==> src/rtl/signal_multi_phase.sv <==
// Multi-phase traffic signal controller: round-robin service of NPHASE approaches
// through an all-red / green / yellow cycle with per-state dwell counters.
module signal_multi_phase #(
  parameter int NBITS      = 32,
  parameter int NPHASE     = 4,
  parameter int GREEN_CYC  = 150000000,
  parameter int YELLOW_CYC = 50000000,
  parameter int ALLRED_CYC = 25000000,
  parameter int PW         = (NPHASE > 1) ? $clog2(NPHASE) : 1
) (
  input  logic              clk,
  input  logic              reset,
  input  logic [NPHASE-1:0] req,
  output logic [NPHASE-1:0] go,
  output logic [NPHASE-1:0] warn,
  output logic [NPHASE-1:0] stop,
  output logic [PW-1:0]     phase,
  output logic              green_start
);

  // Zero durations collapse to a single cycle so every state is always visited.
  localparam int unsigned GREEN_EFF  = (GREEN_CYC  < 1) ? 1 : GREEN_CYC;
  localparam int unsigned YELLOW_EFF = (YELLOW_CYC < 1) ? 1 : YELLOW_CYC;
  localparam int unsigned ALLRED_EFF = (ALLRED_CYC < 1) ? 1 : ALLRED_CYC;

  localparam logic [NBITS-1:0] GREEN_LOAD  = NBITS'(GREEN_EFF - 1);
  localparam logic [NBITS-1:0] YELLOW_LOAD = NBITS'(YELLOW_EFF - 1);
  localparam logic [NBITS-1:0] ALLRED_LOAD = NBITS'(ALLRED_EFF - 1);
  localparam logic [PW-1:0]    LAST_PHASE  = PW'(NPHASE - 1);

  typedef enum logic [1:0] {
    CLEAR,
    GREEN,
    YELLOW
  } state_t;

  state_t            state_q, state_d;
  logic [NBITS-1:0]  cnt_q, cnt_d;
  logic [PW-1:0]     phase_q, phase_d;
  logic [NPHASE-1:0] go_q, go_d;
  logic [NPHASE-1:0] warn_q, warn_d;
  logic [NPHASE-1:0] stop_q, stop_d;
  logic              green_start_q, green_start_d;

  // Round-robin search starting after cur; with no demand it simply steps forward.
  function automatic logic [PW-1:0] pick_next(input logic [PW-1:0]     cur,
                                              input logic [NPHASE-1:0] dem);
    logic [PW-1:0] nxt;
    logic          found;
    int            idx;
    idx   = (int'(cur) + 1) % NPHASE;
    nxt   = PW'(idx);
    found = 1'b0;
    for (int i = 1; i <= NPHASE; i++) begin
      idx = (int'(cur) + i) % NPHASE;
      if (!found && dem[PW'(idx)]) begin
        nxt   = PW'(idx);
        found = 1'b1;
      end
    end
    return nxt;
  endfunction

  always_ff @(posedge clk) begin
    if (reset) begin
      state_q       <= CLEAR;
      cnt_q         <= ALLRED_LOAD;
      phase_q       <= LAST_PHASE;
      go_q          <= '0;
      warn_q        <= '0;
      stop_q        <= '1;
      green_start_q <= 1'b0;
    end else begin
      state_q       <= state_d;
      cnt_q         <= cnt_d;
      phase_q       <= phase_d;
      go_q          <= go_d;
      warn_q        <= warn_d;
      stop_q        <= stop_d;
      green_start_q <= green_start_d;
    end
  end

  // req only matters on the last all-red cycle, where the next phase is chosen.
  always_comb begin
    state_d = state_q;
    cnt_d   = cnt_q - 1'b1;
    phase_d = phase_q;
    if (cnt_q == '0) begin
      unique case (state_q)
        CLEAR: begin
          state_d = GREEN;
          cnt_d   = GREEN_LOAD;
          phase_d = pick_next(phase_q, req);
        end
        GREEN: begin
          state_d = YELLOW;
          cnt_d   = YELLOW_LOAD;
        end
        YELLOW: begin
          state_d = CLEAR;
          cnt_d   = ALLRED_LOAD;
        end
        default: begin
          state_d = CLEAR;
          cnt_d   = ALLRED_LOAD;
        end
      endcase
    end
  end

  // Lamp outputs are decoded from the next state so the registered copies line up with state_q.
  always_comb begin
    go_d          = '0;
    warn_d        = '0;
    if (state_d == GREEN)  go_d[phase_d]   = 1'b1;
    if (state_d == YELLOW) warn_d[phase_d] = 1'b1;
    stop_d        = ~(go_d | warn_d);
    green_start_d = (state_d == GREEN) && (state_q != GREEN);
  end

  assign go          = go_q;
  assign warn        = warn_q;
  assign stop        = stop_q;
  assign phase       = phase_q;
  assign green_start = green_start_q;

endmodule

==> config.mk <==
export PLATFORM = sky130hd
export DESIGN_NAME = signal_multi_phase
export DESIGN_NICKNAME = d
export VERILOG_FILES = /design/src/rtl/signal_multi_phase.sv
export SDC_FILE = /design/constraint.sdc
export NUM_CORES = 1
export LEC_CHECK = 0
export BUFFER_PORTS_ARGS = -buffer_cell sky130_fd_sc_hd__buf_2
export CORE_ASPECT_RATIO = 2
export CORE_MARGIN = 4
export CORE_UTILIZATION = 45
export CTS_BUF_LIST = sky130_fd_sc_hd__clkbuf_8
export CTS_CLUSTER_DIAMETER = 80
export DETAILED_ROUTE_END_ITERATION = 8
export GPL_TIMING_DRIVEN = 0
export PLACE_DENSITY_LB_ADDON = 0.25
export SETUP_SLACK_MARGIN = 0.1
export SLEW_MARGIN = 20
export SYNTH_ARGS = -nofsm -noshare
export SYNTH_HDL_FRONTEND = slang
export SYNTH_SLANG_ARGS = --single-unit
==> constraint.sdc <==
create_clock -name clk -period 6.03 [get_ports clk]
set_input_delay 1.206 -clock clk [delete_from_list [all_inputs] [get_ports clk]]
set_output_delay 1.206 -clock clk [all_outputs]
set_load 0.03 [all_outputs]
Word-level counts from Yosys, hierarchy flattened
Cells that the tools add are included.
W data, S select, Z words.
{ "classes": {"n_addsub": 5, "order_cmp": 6, "n_eq_ne": 4, "mux": 34, "bitwise_logic": 2, "n_reduce_logical": 10} }
{ "op_table": {"columns": ["cell", "count"], "rows": [
  ["$pmux W28 S2", 1],
  ["$logic_not A32 Y1", 1],
  ["$mux W32", 1],
  ["$sub A32 B1 Y32 const B", 1],
  ["$mux W1", 18],
  ["$lt A2 B4 Y1 const B", 4],
  ["$mux W2", 6],
  ["$bmux W1 S2", 4],
  ["$mux W4", 2],
  ["$logic_and A1 B1 Y1", 5],
  ["$add A2 B1 Y2 const B", 2],
  ["$add A2 B2 Y2 const B", 2],
  ["$eq A2 B1 Y1 const B", 2],
  ["$not A4 Y4", 1],
  ["$or A4 B4 Y4", 1],
  ["$pmux W2 S2", 1],
  ["$logic_not A1 Y1", 3],
  ["$lt A2 B3 Y1 const B", 1],
  ["$demux W1 S2", 1],
  ["$eq A2 B2 Y1 const B", 1],
  ["$ge A2 B1 Y1 const B", 1],
  ["$logic_not A2 Y1", 1],
  ["$ne A2 B1 Y1 const B", 1]
]} }
{ "totals": {"regBits": 49, "input_bits": 6, "out_inout_bits": 15, "elab_cells": 68} }

Longest topological paths before layout
Gate-level depths: netlist of the first run.
{ "depth": {"depth_word": 29, "mapped_depth": 8, "depth_no_buf": 7} }

Worst setup path after synthesis of the first run
OpenSTA, ideal clock, no wires.
{ "synth_path": {"path_kind": "input to register", "from": "input port req[2]", "to": "register stop_q[1] (netlist: stop[1])", "setup_time_ps": 127, "t_arrival_ps": 2955, "t_required_ps": 5903, "slack_ps": 2947, "path_stages": 6, "n_path_buf": 1, "path_cell_list": "clkbuf_1 -> nor4_1 -> a311o_1 -> a211oi_1 -> a21oi_1 -> or3b_1"} }
{ "synth_between": {"elab_chain_cells": 28, "elab_cells_between_ends": 41, "cone_classes": "order compare (2); mux (30); bitwise (2); reduce/logical (7)"} }
{ "synth_rtl": {"columns": ["item", "line_no", "text"], "rows": [
  ["from (decl)", "13", "input logic [NPHASE-1:0] req,"],
  ["$bmux W1 S2", "56", "if (!found && dem[PW'(idx)]) begin"],
  ["$mux W1 (implied by the code) (2 in series)", "56", null],
  ["$mux W1", "56", null],
  ["$mux W1", "90", "unique case (state_q)"],
  ["$mux W1", "89", "if (cnt_q == '0) begin"],
  ["$logic_not A1 Y1", "56", null],
  ["$logic_and A1 B1 Y1", "56", null],
  ["$mux W1", "56", null],
  ["[... 11 more ...]", null, null],
  ["$mux W2 (*)", "89", null],
  ["$lt A2 B3 Y1 (implied by the code) / $ge A2 B1 Y1 (equally long branches)", "116, 117", null],
  ["$logic_and A1 B1 Y1 (implied by the code)", "116, 117", null],
  ["$mux W1 (implied by the code)", "116, 117", null],
  ["$demux W1 S2 (*)", "116, 117", null],
  ["$mux W4 (on tied branches)", "116, 117", null],
  ["$or A4 B4 Y4 (*)", "118", "stop_d = ~(go_d | warn_d);"],
  ["$not A4 Y4 (*)", "118", null],
  ["to (signal assigned)", "79", "stop_q <= stop_d;"],
  ["to (decl)", "42", "logic [NPHASE-1:0] stop_q, stop_d;"]
]} }
Every way passes the cells marked *; elsewhere a longest branch is shown, timed or not. The select of a mux whose other input is x is not followed.
A chain may end at the register's enable or synchronous reset.

Final worst setup path of the first run
{ "layout_path": {"from": "input port req[2]", "to": "register stop_q[3] (netlist: stop[3])"} }
Same word-level chain as after synthesis.

==> results of run 1 <==
-- routing by layer --
| metal | vias up | track usage [%] | share of wire (%) |
|---|---|---|---|
| met5 | - | 0 | 0 |
| met4 | 0 | 12.2 | 5.5 |
| met3 | 25 | 3.77 | 4.4 |
| met2 | 83 | 35.0 | 54 |
| met1 | 1056 | 19.0 | 36 |
| li1 | 1121 | - | - |
-- placed cells by master (no fill, tap or decap), types with 3 or more instances in the layout --
cell type,instances
a21bo_2,3
nor2b_1,4
a21oi_1,24
a31oi_1,3
clkbuf_1,10
xnor2_1,16
nand4b_1,4
o211ai_1,3
buf_2,20
nor3_1,15
a21o_1,4
dfxtp_1,49
nor2_1,29
nor4_1,11
o21ai_0,13
nand2b_1,4
nand3_1,8
and3_1,4
nand4_1,6
clkbuf_8,5
nand2_1,23
xor2_1,10
inv_1,7
-- power by group through the flow --
stage	sequential (mW)	clock, mW	combinational (mW)
after floorplan	0.334	0	0.0166
final	0.327	0.240	0.0249
after global routing	0.327	0.262	0.0281
after CTS	0.327	0.248	0.0248
after detailed placement	0.334	0	0.0247
after global placement	0.334	0	0.0245
-- sequential cells by signal, indices dropped and copies added (netlist names) --
| signal | cells |
|---|---|
| cnt_q | 32 |
| green_start | 1 |
| stop | 4 |
| go | 4 |
| warn | 4 |
| phase | 2 |
| state_q | 2 |
-- metrics by stage --
stage	util (%)	total power, mW
final	51.3	0.592
after global routing	51.3	0.617
after CTS	51.2	0.599
after detailed placement	49.1	0.359
after global placement	49.1	0.359
after floorplan	-	0.350
-- worst max-delay path by stage --
stage | from | end | slack, ns | cells after the start
floorplan | req[2] | stop[1] | 2.95 | 6
global placement | req[2] | stop[3] | 2.59 | 6
detailed placement | req[2] | stop[3] | 2.57 | 6
CTS | req[2] | stop[3] | 2.91 | 6
global route | req[2] | stop[1] | 2.71 | 6
finish | req[2] | stop[3] | 2.83 | 6
-- kinds of logic after synthesis --
family | after synthesis | share of synthesized area (%)
simple gates | 128 | 28.9
compound gates | 69 | 17.7
fa+ha+maj | 2 | 1.00
flops | 49 | 39.4
xor+xnor | 26 | 9.14
buf+inv | 21 | 3.82
-- final cells by class --
class	count	area, um2	share of cell area (%)
plain buffers	14	68.8	2.47
clock buffers	5	68.8	2.47
clock inverters	3	46.3	1.66
inverters	7	26.3	0.944
multi-input cells	225	1420	51.1
flip-flops and latches	49	981	35.3
well taps	60	75.1	2.70
repair buffers	19	95.1	3.42
==> impl_metrics.json, run 1 <==
{
  "status": "complete, no violations",
  "worst_setup_path_start_kind": "input pin",
  "place_ws_ns": 2.57,
  "synth_area_leaders": "dfxtp_1 39%, xnor2_1 5.6%, a21oi_1 4.8%",
  "postCtsHoldBufs": 0,
  "dieWidth_um": 60.6,
  "cts_buffers": 5,
  "htree_num_levels": 2,
  "skew_ns": 0.00930,
  "root_buffer": "clkbuf_8",
  "syn_area_per_cell_um2": 8.44,
  "vias": 2285,
  "placed_area_um2": 2660,
  "reg2reg_to": "cnt_q[27]",
  "worstHoldStart": "cnt_q[0]",
  "ys_types": 51,
  "reg2reg_setup_slack_ns": 3.17,
  "nets": 329,
  "crit_buf_inv": 1,
  "r2r_start": "cnt_q[13]",
  "antenna_found_initial": 0,
  "yosysMostFrequentCell": "dfxtp_1",
  "fill_cells": 529,
  "worstPathMaxFanout": 10,
  "min_period_ns": 3.20,
  "seq_area_frac_synth_pct": 39.4,
  "setup_viol": 0,
  "path_class": "in2reg",
  "whs_endpoint": "cnt_q[0]",
  "port_buffers": 19,
  "clockPowerShare_pct": 40.6,
  "layoutNonFillerInstCount": 382,
  "cts_sinks": 49,
  "cts_tree": "yes",
  "ctsResizeCount": 0,
  "switching_share_pct": 22.8,
  "finalWorstSetupSlack_ns": 2.83,
  "track_usage_pct": 19.4,
  "drt_drc_violations_left": 0,
  "max_stage_delay_ns": 0.70,
  "dr.pass1.iters": 4,
  "die_h_um": 113,
  "wire_per_inst_um": 16.0,
  "maxSlewViolCount": 0,
  "crit_family": "compound AO/OA/AOI/OAI gates",
  "power.switching_mw": 0.135,
  "synth_common_cells": "49 x dfxtp_1, 29 x nor2_1, 24 x a21oi_1",
  "syn_nets": 303,
  "cts.clk_slew.worst_paths_ns": 0.10,
  "yosys.area.top_type_share_pct": 39.4,
  "fin_area_um2": 2780,
  "p_seq_share_pct": 55.2,
  "start_util_pct": 46.0,
  "first_global_vias": 2173,
  "diodes": 0,
  "hold_class": "reg2reg",
  "required_ns": 6.25,
  "antenna_left": 0,
  "viasPerCell": 5.98,
  "hold_depth": 1,
  "path_cells": "clkbuf_1 > nor4_1 > a311o_1 > a211oi_1 > o211ai_1 > a21bo_2",
  "drive_gt1_share_pct": 12.7,
  "synth-edff-count": 0,
  "yosysWarnings": 0,
  "peakVddDrop_v": 0.000168,
  "synthCells": 295,
  "power_density_nw_per_um2": 213,
  "hold_viol": 0,
  "dpl.hpwl_mm": 4.65,
  "fin_setup_tns_ns": 0,
  "fmaxAchievable_mhz": 313,
  "cp_slowest_cell": "a211oi_1",
  "worstPathArrival_ns": 3.41,
  "grt_pass1_wl_mm": 10.2,
  "setup.worst_path.end_class": "flop",
  "yosysTopAreaCell": "dfxtp_1",
  "p_leak_nw": 0.978,
  "hold_ws_ns": 0.429,
  "clk_latency_ns": 0.31,
  "io_pins": 21,
  "synth_flop_cell": "dfxtp_1",
  "min_period_over_period_pct": 53.0,
  "grt_max_degree": 17,
  "core.rowCount": 38,
  "place.gp.congestion": 0.921,
  "p_int_mw": 0.457,
  "core_um2": 5420,
  "syn_area_um2": 2490,
  "maxSlewHeadroom_pct": 45.3,
  "synthToLayoutAreaGrowth_pct": 11.7,
  "post_cts_buffers": 0,
  "gr-total-overflow": 0,
  "max_cap_viol_count": 0,
  "dp_cells": 374,
  "ff2ff_path_depth": 7,
  "async_reset_ff_share_pct": 0,
  "routed_wl_mm": 6.13,
  "synth_seq_cells": 49,
  "die_area_um2": 6860,
  "rsz0062_at_grt": "no",
  "drtIter0Drc": 166,
  "p_comb_share_pct": 4.2,
  "cts_buffer_depth": 2,
  "worst_slew_pin_slew_ns": 0.816
}
No activity file was read; power rests on OpenSTA's default activity.
==> inputs of run 2 (changes only) <==
==> constraint.sdc (replaced) <==
create_clock -name clk -period 3.21 [get_ports clk]
set_input_delay 0.642 -clock clk [delete_from_list [all_inputs] [get_ports clk]]
set_output_delay 0.642 -clock clk [all_outputs]
set_load 0.03 [all_outputs]
==> run 2 against run 1 <==
Cell count did not move. Non-clock buffer count did not move. Design area did not move. Critical endpoint is now cnt_q[27]. Largest power group unchanged.
==> impl_metrics.json, run 2 (same netlist as run 1, synthesis figures left out) <==
{
  "status": "complete, no violations",
  "drt_drc_violations_left": 0,
  "cp-endpoint": "cnt_q[27]",
  "drtIter0Drc": 162,
  "peakVddDrop_v": 0.000315,
  "regArea_um2": 981,
  "dieWidth_um": 60.6,
  "finalWorstSetupSlack_ns": 0.345,
  "cp_slowest_cell": "or4_1",
  "path_class": "reg2reg",
  "post_cts_buffers": 0,
  "wire_per_inst_um": 16.0,
  "setup.worst_path.end_class": "flop",
  "core.rowCount": 38,
  "fin_setup_tns_ns": 0,
  "root_buffer": "clkbuf_8",
  "viasPerCell": 5.96,
  "worstPathArrival_ns": 3.04,
  "cts.clk_slew.worst_paths_ns": 0.09,
  "power_mw": 1.11,
  "vias": 2277,
  "synthToLayoutAreaGrowth_pct": 11.7,
  "final_util_pct": 51.3,
  "path_cells": "or4_1 > buf_2 > nor4_4 > nand3_1 > clkbuf_1 > o21ai_0 > a21oi_1",
  "grt_pass1_wl_mm": 10.2,
  "skew_ns": 0.00940,
  "track_usage_pct": 19.5,
  "min_period_over_period_pct": 89.2,
  "cts_sinks": 49,
  "min_period_ns": 2.86,
  "p_leak_nw": 0.978,
  "setup_viol": 0,
  "cts_buffer_depth": 2,
  "first_global_vias": 2176,
  "postCtsHoldBufs": 0,
  "io_pins": 21,
  "routed_wl_mm": 6.13,
  "max_stage_delay_ns": 0.52,
  "final_cell_mix": "49 x dfxtp_1, 29 x nor2_1, 24 x a21oi_1",
  "hold_viol": 0,
  "die_area_um2": 6860,
  "cts_buffers": 5,
  "die_h_um": 113,
  "fmaxAchievable_mhz": 349,
  "fin_area_um2": 2780,
  "diodes": 0,
  "reg2reg_to": "cnt_q[27]",
  "setup.worst_path.start": "cnt_q[13]",
  "fill_cells": 529,
  "start_util_pct": 46.0,
  "gr-total-overflow": 0,
  "required_ns": 3.39,
  "hold_ws_ns": 0.429,
  "maxSlewHeadroom_pct": 45.0,
  "clk_latency_ns": 0.31,
  "place_ws_ns": 0.311,
  "antenna_left": 0,
  "final_common_cell": "dfxtp_1",
  "dr.pass1.iters": 4,
  "grt_max_degree": 17,
  "multi_input_area_um2": 1420,
  "dpl.hpwl_mm": 4.65,
  "worst_slew_pin_slew_ns": 0.820,
  "reg2reg_setup_slack_ns": 0.35,
  "power_density_nw_per_um2": 399,
  "rsz0062_at_grt": "no",
  "cts_tree": "yes",
  "htree_num_levels": 2,
  "nets": 329,
  "placed_area_um2": 2660,
  "core_um2": 5420,
  "drive_gt1_share_pct": 12.7,
  "layoutNonFillerInstCount": 382,
  "max_cap_viol_count": 0,
  "worstPathMaxFanout": 10,
  "ctsResizeCount": 0,
  "antenna_found_initial": 0,
  "port_buffers": 19,
  "hold_class": "reg2reg",
  "dp_cells": 374,
  "regMostFlops": "cnt_q",
  "ff2ff_path_depth": 7,
  "place.gp.congestion": 0.921,
  "r2r_start": "cnt_q[13]",
  "maxSlewViolCount": 0,
  "worst_setup_path_start_kind": "flop",
  "largest_reg_flops": 32
}
==> run 2: metal layers <==
layer,up-vias,track usage (%),routed length [um]
met3,25,3.77,260
li1,1120,-,-
met4,0,12.3,333
met2,80,35.0,3330
met1,1052,19.0,2200
met5,-,0,0
==> run 2: worst min path at each step <==
stage / start / end / slack, ns / cells past startpoint
after global routing: cnt_q[0] / cnt_q[0] / 0.44 / 1
after CTS: cnt_q[0] / cnt_q[0] / 0.43 / 1
after global placement: cnt_q[0] / cnt_q[0] / 0.40 / 1
final: cnt_q[0] / cnt_q[0] / 0.43 / 1
after detailed placement: cnt_q[0] / cnt_q[0] / 0.41 / 1
after floorplan: cnt_q[0] / cnt_q[0] / 0.38 / 1
==> run 2: worst max-delay path, delay by kind of cell, from the launching register on <==
family          cells  cell delay (ns)
simple gates        3             1.35
buf+inv             2             0.55
compound gates      2             0.46
flops               1             0.36
==> run 2: cell type report <==
class,count,area share (%)
multi-input cells,225,51.1
flip-flops and latches,49,35.3
repair buffers,19,3.42
well taps,60,2.70
clock buffers,5,2.47
plain buffers,14,2.47
clock inverters,3,1.66
inverters,7,0.944
==> run 2: power breakdown <==
group	total, mW	internal [mW]	switching (mW)
Sequential	0.613	0.611	0.00292
Combinational	0.0467	0.0147	0.0319
Clock	0.451	0.233	0.218
==> inputs of run 3 (changes only) <==
--- a/config.mk
+++ b/config.mk
@@ -5,7 +5,9 @@
 export SDC_FILE = /design/constraint.sdc
 export NUM_CORES = 1
 export LEC_CHECK = 0
+export ABC_AREA = 1
 export BUFFER_PORTS_ARGS = -buffer_cell sky130_fd_sc_hd__buf_2
+export CAP_MARGIN = 5
 export CORE_ASPECT_RATIO = 2
 export CORE_MARGIN = 4
 export CORE_UTILIZATION = 45
==> run 3 against run 2 <==
Sequential power is essentially flat. Clock power shrank 15%. Largest cell class unchanged. Cell count grew 24%. Highest routed layer unchanged. Critical path depth grew 4. Register-to-register slack gained 0.96 ns. Sequential share of layout area shrank 1.1 points. Design area grew 3.3%. Largest power group unchanged. Critical endpoint is now cnt_q[30].
==> impl_metrics.json, run 3 <==
{
  "status": "complete, no violations",
  "grt_use_met3_pct": 2.68,
  "syn_area_um2": 2600,
  "p_leak_nw": 1.28,
  "cts_sinks": 49,
  "drtIter0Drc": 141,
  "ctsResizeCount": 0,
  "antenna_left": 0,
  "syn_nets": 391,
  "skew_ns": 0.0129,
  "final_common_cell": "nand2_1",
  "rsz0062_at_grt": "no",
  "drt_drc_violations_left": 0,
  "p_seq_share_pct": 58.9,
  "setup_viol": 0,
  "core.rowCount": 39,
  "vias": 2386,
  "ff2ff_path_depth": 11,
  "die_h_um": 116,
  "diodes": 0,
  "port_buffers": 20,
  "fin_setup_tns_ns": 0,
  "cp_slowest_cell": "dfxtp_1",
  "antenna_found_initial": 0,
  "maxSlewViolCount": 0,
  "io_pins": 21,
  "cts_tree": "yes",
  "fill_cells": 581,
  "root_buffer": "clkbuf_8",
  "crit_family": "simple AND/OR/NAND/NOR gates",
  "drive_gt1_share_pct": 18.0,
  "core_um2": 5660,
  "cts.clk_slew.worst_paths_ns": 0.08,
  "ys_types": 32,
  "worst_setup_path_start_kind": "flop",
  "dpl.hpwl_mm": 4.60,
  "dieWidth_um": 61.8,
  "synth_seq_cells": 49,
  "place.gp.congestion": 0.888,
  "hold_class": "reg2reg",
  "path_cells": "inv_1 > ha_1 > nand2_1 > nor2_2 > nand2_1 > nor3_1 > nand2_1 > inv_1 > nand3_1 > o21ai_0 > nor2_1",
  "max_stage_delay_ns": 0.32,
  "regMostFlops": "cnt_q",
  "synth_common_cells": "94 x nand2_1, 61 x nor2_1, 49 x dfxtp_1",
  "grt_pass1_wl_mm": 9.78,
  "p_int_mw": 0.783,
  "syn_area_per_cell_um2": 6.80,
  "cts_buffers": 5,
  "top_usage_layer": "met2",
  "gr-total-overflow": 0,
  "path_class": "reg2reg",
  "final_cell_mix": "94 x nand2_1, 61 x nor2_1, 49 x dfxtp_1",
  "worst_slew_pin_slew_ns": 0.488,
  "yosysWarnings": 0,
  "power.switching_mw": 0.255,
  "hold_viol": 0,
  "switching_share_pct": 24.5,
  "use_met1_pct": 17.4,
  "synthToLayoutAreaGrowth_pct": 10.4,
  "path_common_cell": "nand2_1",
  "clk_latency_ns": 0.32,
  "yosysTopAreaCell": "dfxtp_1",
  "met2_usage_pct": 35.3,
  "crit_buf_inv": 2,
  "track_usage_pct": 18.4,
  "wire_per_inst_um": 12.2,
  "synthCells": 383,
  "required_ns": 3.42,
  "synth_flop_cell": "dfxtp_1",
  "place_ws_ns": 1.18,
  "die_area_um2": 7140,
  "synth_area_leaders": "dfxtp_1 38%, nand2_1 14%, nor2_1 8.8%",
  "async_reset_ff_share_pct": 0,
  "max_cap_viol_count": 0,
  "fmaxAchievable_mhz": 526,
  "routed_wl_mm": 5.74,
  "largest_reg_flops": 32,
  "worstPathMaxFanout": 4,
  "post_cts_buffers": 0,
  "p_comb_share_pct": 4.0,
  "viasPerCell": 5.06,
  "power_density_nw_per_um2": 361,
  "peakVddDrop_v": 0.000315,
  "synth-edff-count": 0,
  "hold_depth": 1,
  "cp.depth": 11,
  "maxSlewHeadroom_pct": 67.2,
  "htree_num_levels": 2,
  "min_period_over_period_pct": 59.3,
  "finalWorstSetupSlack_ns": 1.31,
  "setup.worst_path.end_class": "flop",
  "yosysMostFrequentCell": "nand2_1",
  "cts_buffer_depth": 2,
  "reg2reg_setup_slack_ns": 1.31,
  "yosys.area.top_type_share_pct": 37.7,
  "start_util_pct": 46.0,
  "final_util_pct": 50.8,
  "min_period_ns": 1.90,
  "worstPathArrival_ns": 2.11,
  "postCtsHoldBufs": 0,
  "dr.pass1.iters": 4,
  "clockPowerShare_pct": 37.0,
  "grt_max_degree": 18,
  "first_global_vias": 2254,
  "seq_area_frac_synth_pct": 37.7,
  "nets": 418
}
[run 3: cell types whose count changed after synthesis, moves of 12 or more]
| cell | change |
|---|---|
| nand2_1 | +71 |
| inv_1 | +36 |
| nor2_1 | +32 |
| nand3_1 | +17 |
| a21oi_1 | -15 |
| nand2_2 | +12 |
[run 3: path summary, 6_finish.rpt]
| check | start | endpoint |
|---|---|---|
| worst max-delay path | cnt_q[0] | cnt_q[30] |
| worst min-delay path | cnt_q[0] | cnt_q[0] |
| worst max register to register | cnt_q[0] | cnt_q[30] |
| worst min register to register | cnt_q[0] | cnt_q[0] |
[run 3: metrics by stage]
stage	cell area (um2)	power (mW)	hold WS, ns	std cells
finish	2870	1.04	0.394	472
global route	2870	1.09	0.426	472
detailed placement	2780	0.668	0.378	464
global placement	2780	0.667	0.376	464
floorplan	2600	0.655	0.366	383
CTS	2870	1.05	0.400	472
[run 3: worst reg2reg max path, cell delays in order, from the launching register on]
cell     delay [ns]
dfxtp_1        0.32
inv_1          0.09
ha_1           0.19
nand2_1        0.12
nor2_2         0.21
nand2_1        0.15
nor3_1         0.22
nand2_1        0.08
inv_1          0.12
nand3_1        0.10
o21ai_0        0.16
nor2_1         0.05
[run 3: kinds of logic (layout without fill, tap and decap cells)]
family	after synthesis	in the layout	synth area share, %
compound gates	36	36	7.54
xor+xnor	13	13	4.37
fa+ha+maj	2	2	0.961
buf+inv	53	81	8.12
flops	49	49	37.7
simple gates	230	230	41.3
[run 3: routing by layer]
layer	up-vias	share of wire, %
li1	1251	-
met1	1083	36
met2	35	58
met3	17	2.9
met4	0	3.3
met5	-	0
[run 3: power by group through the flow]
| stage | logic (mW) | clock network (mW) | registers [mW] |
|---|---|---|---|
| finish | 0.0417 | 0.384 | 0.612 |
| global route | 0.0488 | 0.425 | 0.613 |
| CTS | 0.0419 | 0.401 | 0.612 |
| detailed placement | 0.0417 | 0 | 0.626 |
| global placement | 0.0410 | 0 | 0.626 |
| floorplan | 0.0292 | 0 | 0.626 |
[run 3: final cells by class]
type                       instances  area (um2)  share of cell area [%]
buffer                             4        25.0                   0.871
clock buffer                       5        68.8                    2.39
clock inverter                     3        25.0                   0.871
inverter                          49         186                    6.49
multi-input combinational        281        1410                    49.1
sequential                        49         981                    34.1
tap                               61        76.3                    2.66
timing repair buffer              20         100                    3.48
